--- config.mk ---
export PLATFORM = sky130hd
export DESIGN_NAME = mvmul
export DESIGN_NICKNAME = d
export VERILOG_FILES = /design/src/rtl/mvmul_pkg.sv /design/src/rtl/mvmul_delay.sv /design/src/rtl/mvmul.sv
export SDC_FILE = /design/constraint.sdc
export NUM_CORES = 1
export LEC_CHECK = 0
export ABC_AREA = 1
export ABC_CLOCK_PERIOD_IN_PS = 8130
export CORE_MARGIN = 5
export CORE_UTILIZATION = 60
export CTS_BUF_LIST = sky130_fd_sc_hd__clkbuf_4
export CTS_CLUSTER_SIZE = 28
export DETAILED_ROUTE_END_ITERATION = 16
export MAX_ROUTING_LAYER = met4
export PLACE_DENSITY = 0.78
export RECOVER_POWER = 25
export SLEW_MARGIN = 20
export SYNTH_ARGS = -nofsm -noshare
export SYNTH_HDL_FRONTEND = slang
export SYNTH_HIERARCHICAL = 1
export SYNTH_SLANG_ARGS = --single-unit
--- constraint.sdc ---
create_clock -name clk -period 8.13 [get_ports clk]
set_input_delay 1.626 -clock clk [delete_from_list [all_inputs] [get_ports clk]]
set_output_delay 1.626 -clock clk [all_outputs]
set_load 0.02 [all_outputs]
--- src/rtl/mvmul_pkg.sv ---
// Shared constants, FSM state type and address helpers
// for the fixed-size matrix-vector multiplier.
package mvmul_pkg;

  localparam int N      = 3;
  localparam int DW     = 32;
  localparam int AW     = 5;
  localparam int A_BASE = 0;
  localparam int X_BASE = 9;
  localparam int Y_BASE = 12;
  localparam int CW     = $clog2(N);

  typedef enum logic [2:0] {
    S_IDLE,
    S_LOAD,
    S_DRAIN,
    S_WRITE,
    S_FLUSH,
    S_DONE
  } state_t;

  function automatic logic [AW-1:0] a_addr(
    input logic [CW-1:0] r,
    input logic [CW-1:0] c
  );
    return AW'(A_BASE + int'(r) * N + int'(c));
  endfunction

  function automatic logic [AW-1:0] x_addr(
    input logic [CW-1:0] c
  );
    return AW'(X_BASE + int'(c));
  endfunction

  function automatic logic [AW-1:0] y_addr(
    input logic [CW-1:0] r
  );
    return AW'(Y_BASE + int'(r));
  endfunction

endpackage

--- src/rtl/mvmul_delay.sv ---
// Single-cycle register delay without reset.
// Shared by the multiplier and the RAM write path.
module delay #(
  parameter int WIDTH = 1
) (
  input  logic             clk,
  input  logic [WIDTH-1:0] in,
  output logic [WIDTH-1:0] out
);

  always_ff @(posedge clk) begin
    out <= in;
  end

endmodule

--- src/rtl/mvmul.sv ---
// y = A * x over a shared 2R/1W RAM; runs once after
// reset release, writes y back and then holds valid.
module mvmul
  import mvmul_pkg::*;
(
  input  logic          clk,
  input  logic          rst,
  output logic [AW-1:0] raddr_0,
  input  logic [DW-1:0] rdata_0,
  output logic [AW-1:0] raddr_1,
  input  logic [DW-1:0] rdata_1,
  output logic [AW-1:0] waddr_0,
  output logic [DW-1:0] wdata_0,
  output logic          wen_0,
  output logic          valid
);

  state_t        r_state;
  state_t        w_next;
  logic [CW-1:0] r_row;
  logic [CW-1:0] r_col;
  logic [DW-1:0] r_acc;
  logic          r_fcnt;
  logic          w_issue;
  logic          w_issue_d;
  logic          w_last_col;
  logic          w_last_row;
  logic [DW-1:0] w_prod;

  assign w_issue    = (r_state == S_LOAD);
  assign w_last_col = (r_col == CW'(N - 1));
  assign w_last_row = (r_row == CW'(N - 1));
  assign w_prod     = rdata_0 * rdata_1;

  // issue flag lines up with read data one cycle later
  delay #(.WIDTH(1)) u_issue (
    .clk (clk),
    .in  (w_issue),
    .out (w_issue_d)
  );

  always_comb begin
    w_next = r_state;
    unique case (r_state)
      S_IDLE:  w_next = S_LOAD;
      S_LOAD:  if (w_last_col) w_next = S_DRAIN;
      S_DRAIN: w_next = S_WRITE;
      S_WRITE: w_next = w_last_row ? S_FLUSH : S_LOAD;
      S_FLUSH: if (r_fcnt) w_next = S_DONE;
      S_DONE:  w_next = S_DONE;
      default: w_next = S_IDLE;
    endcase
  end

  always_comb begin
    raddr_0 = '0;
    raddr_1 = '0;
    waddr_0 = '0;
    wdata_0 = '0;
    wen_0   = 1'b0;
    valid   = 1'b0;
    unique case (1'b1)
      (r_state == S_LOAD): begin
        raddr_0 = a_addr(r_row, r_col);
        raddr_1 = x_addr(r_col);
      end
      (r_state == S_WRITE): begin
        wen_0   = 1'b1;
        waddr_0 = y_addr(r_row);
        wdata_0 = r_acc;
      end
      (r_state == S_DONE): valid = 1'b1;
      default: ;
    endcase
  end

  always_ff @(posedge clk or negedge rst) begin
    if (!rst) begin
      r_state <= S_IDLE;
      r_row   <= '0;
      r_col   <= '0;
      r_acc   <= '0;
      r_fcnt  <= 1'b0;
    end else begin
      r_state <= w_next;
      unique case (r_state)
        S_IDLE: begin
          r_row  <= '0;
          r_col  <= '0;
          r_acc  <= '0;
          r_fcnt <= 1'b0;
        end
        S_LOAD: begin
          if (!w_last_col) r_col <= r_col + 1'b1;
          if (w_issue_d) r_acc <= r_acc + w_prod;
        end
        S_DRAIN: begin
          if (w_issue_d) r_acc <= r_acc + w_prod;
        end
        S_WRITE: begin
          if (!w_last_row) r_row <= r_row + 1'b1;
          r_col <= '0;
          r_acc <= '0;
        end
        S_FLUSH: r_fcnt <= 1'b1;
        default: ;
      endcase
    end
  end

endmodule

==> flow_summary.yaml <==
run_status:
  status: "finished, violations left"
  violations: "capacitance limit, slew limit"
sta:
  finalHoldViolCount: 0
  fin_ws_ns: 0.1892
  setup_viol: 0
  finalMaxSlewViolations: 41
  skew_ns: 0.01186
  fmax_mhz: 125.9
  min_period_over_period: 0.9767
  slew_headroom: -0.5308
  tightestPinTransition_ns: 2.296
  hold_slack_ns: 0.5175
  rsz0062_at_grt: "true"
  tns_ns: 0
  period_needed_ns: 7.941
setup_path:
  rr_worst_depth: 23
  end_kind: "flip-flop"
  critPathLaunchType: "primary input"
  reg2reg_from: "r_acc[19]"
  crit_type: "in2reg"
  crit_start: "rdata_1[0]"
  r2r_end: "r_acc[27]"
  regToRegSetupSlack_ns: 1.68
  path_max_fanout: 24
  critPathRequiredTime_ns: 8.40
  crit_arrival_ns: 8.21
worst_hold_path:
  hold_class: "reg2reg"
  hold_path_depth: 2
  min_to: "r_acc[30]"
  hold_path_startpoint: "r_acc[30]"
detailed_routing:
  drt-initial-drc-count: 1445
  ant_nets: 0
  drt_wl_total_um: 54410
  vias_per_cell: 5.078
  wl_per_cell_um: 16.35
  drtPass1Iterations: 6
  routed-via-count: 16900
  drc_errors: 0
synth:
  syn_area_per_cell_um2: 7.367
  synthArstFlopShare: 0.9756
  synth-edff-count: 0
  synth.yosys.seq_area_share: 0.05152
  netlist_area_um2: 19820
  synth_flop_cell: "dfrtp_1"
  syn_inst: 2690
  synth_cell_types: 46
  ys_ff_latch: 41
  ys_warn_count: 6
cts:
  root_buffer: "clkbuf_4"
  cts_tree: "yes"
  htree_levels: 2
  path_clk_slew_ns: 0.13
  cts_buffers: 5
  clkSinkCount: 41
  clockBufferDepth: 2
  ctsHoldBuffers: 0
  clk_latency_ns: 0.38
finish:
  nNetsFinal: 3518
  multi_input_area_um2: 14980
  drive_above_1_share: 0.08426
  areaGrowthSynthToFinish_pct: 16.31
  fill_cells: 2639
  seq_area_um2: 1021
  fin_area_um2: 23050
global_routing:
  antenna_found_initial: 1
  grt_pass1_wl_um: 89560
  grt-ovfl-total: 0
  first_global_vias: 17850
  grt_max_degree: 41
  track_usage: 0.3165
die:
  die_h_um: 191.7
  die_area_um2: 36760
  fp-row-count: 66
  start_util: 0.6091
  ios: 115
  die_x_um: 191.7
  core_um2: 32540
placement:
  gp_congestion: 0.9681
  io_buffers: 111
  dp_slack_ns: -0.3936
  place_area_um2: 22800
  dp_hpwl_um: 47570
job:
  maxCapViolations: 1
through the flow:
step                        util  std cells
after CTS                 0.7027       3325
final                     0.7084       3327
after global routing      0.7083       3326
after floorplan                -       2692
after detailed placement  0.7009       3317
after global placement    0.7009       3317
worst max-delay path, stage by stage:
cell             delay [ns]
clkdlybuf4s50_1        0.47
buf_6                  0.15
buf_12                 0.20
nand2_1                0.07
inv_1                  0.08
fa_1                   0.45
fa_1                   0.51
fa_1                   0.50
inv_1                  0.06
fa_1                   0.53
inv_1                  0.05
fa_1                   0.45
ha_1                   0.29
fa_1                   0.49
inv_1                  0.06
fa_1                   0.51
inv_1                  0.06
ha_1                   0.33
a21oi_1                0.22
o21ai_0                0.16
a21oi_2                0.18
nand3_2                0.13
a21o_1                 0.20
nand2_1                0.06
nand2_1                0.07
o21ai_0                0.19
o21ai_1                0.09
per-layer routing:
metal | part of all wire | wire, µm | vias up | GRT usage
met5 | 0 | 0 | - | -
met4 | 0.032 | 1733 | 0 | 0.09227
met3 | 0.088 | 4812 | 126 | 0.05652
met2 | 0.47 | 25630 | 742 | 0.4963
met1 | 0.41 | 22240 | 8194 | 0.4278
li1 | - | - | 7834 | -
cells in the final DEF, fill, tap and decap left out, drive strengths merged, types with 2 or more instances in the layout:
master           n
a31oi            2
dfrtp           40
inv            918
nor4             3
xor2             6
xnor2            5
clkdlybuf4s50  104
nor2            80
o21bai           6
o22ai            9
o31ai            2
nand3b           8
a21oi           48
o21ai           59
a21o             5
buf            191
conb             3
fa             440
clkinvlp         2
clkbuf           7
nand3           51
dlymetal6s2s     6
ha             129
nand2          732
nor3             8
nand4           10
repair_timing:
item / 4_1_cts / 5_1_grt
gates resized for setup: 0 / 42
setup endpoints to repair: 0 / 14
buffers inserted: 0 / 1
state kept, by name, indices dropped and copies added (netlist names):
name         cells
r_acc           32
r_state          3
r_col            2
r_row            2
r_fcnt           1
u_issue/out      1
cells in the mapped netlist (all sizes together), types with 2 or more instances:
library cell / number / area share
a31oi: 2 / 0.00063
fa: 440 / 0.44
buf: 46 / 0.012
a21oi: 48 / 0.013
o21ai: 59 / 0.015
dfrtp: 40 / 0.051
clkbuf: 72 / 0.014
nand4: 10 / 0.0032
xnor2: 5 / 0.0022
ha: 129 / 0.081
xor2: 6 / 0.0027
nand3: 51 / 0.013
nand3b: 8 / 0.0030
nand2: 732 / 0.14
nor3: 8 / 0.0028
o22ai: 9 / 0.0028
nor2: 80 / 0.016
a21o: 5 / 0.0019
nor4: 3 / 0.00095
o21bai: 6 / 0.0025
o31ai: 2 / 0.00076
inv: 918 / 0.17
final cells by class:
class	instances	area share
inverters	918	0.1496
diodes	1	0.0001086
clock inverters	2	0.0006514
multi-input cells	1615	0.6499
flip-flops and latches	41	0.04430
clock buffers	6	0.001954
repair buffers	302	0.1295
well taps	442	0.02399
cells by family (layout without fill, tap and decap cells):
group | after synthesis | after routing | synth area share
xor+xnor | 11 | 11 | 0.004862
simple gates | 894 | 894 | 0.1779
other cells | 1 | 4 | 0.0001892
fa+ha+maj | 569 | 569 | 0.5260
flops | 41 | 41 | 0.05152
compound gates | 138 | 138 | 0.03946
buf+inv | 1036 | 1228 | 0.2002
how the worst max path moves through the flow:
| stage | to | slack, ns | cells past startpoint |
|---|---|---|---|
| floorplan | r_acc[27] | 0.27 | 29 |
| global placement | r_acc[28] | -0.34 | 27 |
| detailed placement | r_acc[28] | -0.39 | 27 |
| CTS | r_acc[28] | 0.004 | 27 |
| global route | r_acc[27] | -0.02 | 28 |
| finish | r_acc[27] | 0.19 | 27 |
Power is not shown: default switching activity piles up to over one toggle a cycle in this logic, so the estimate is an artifact.
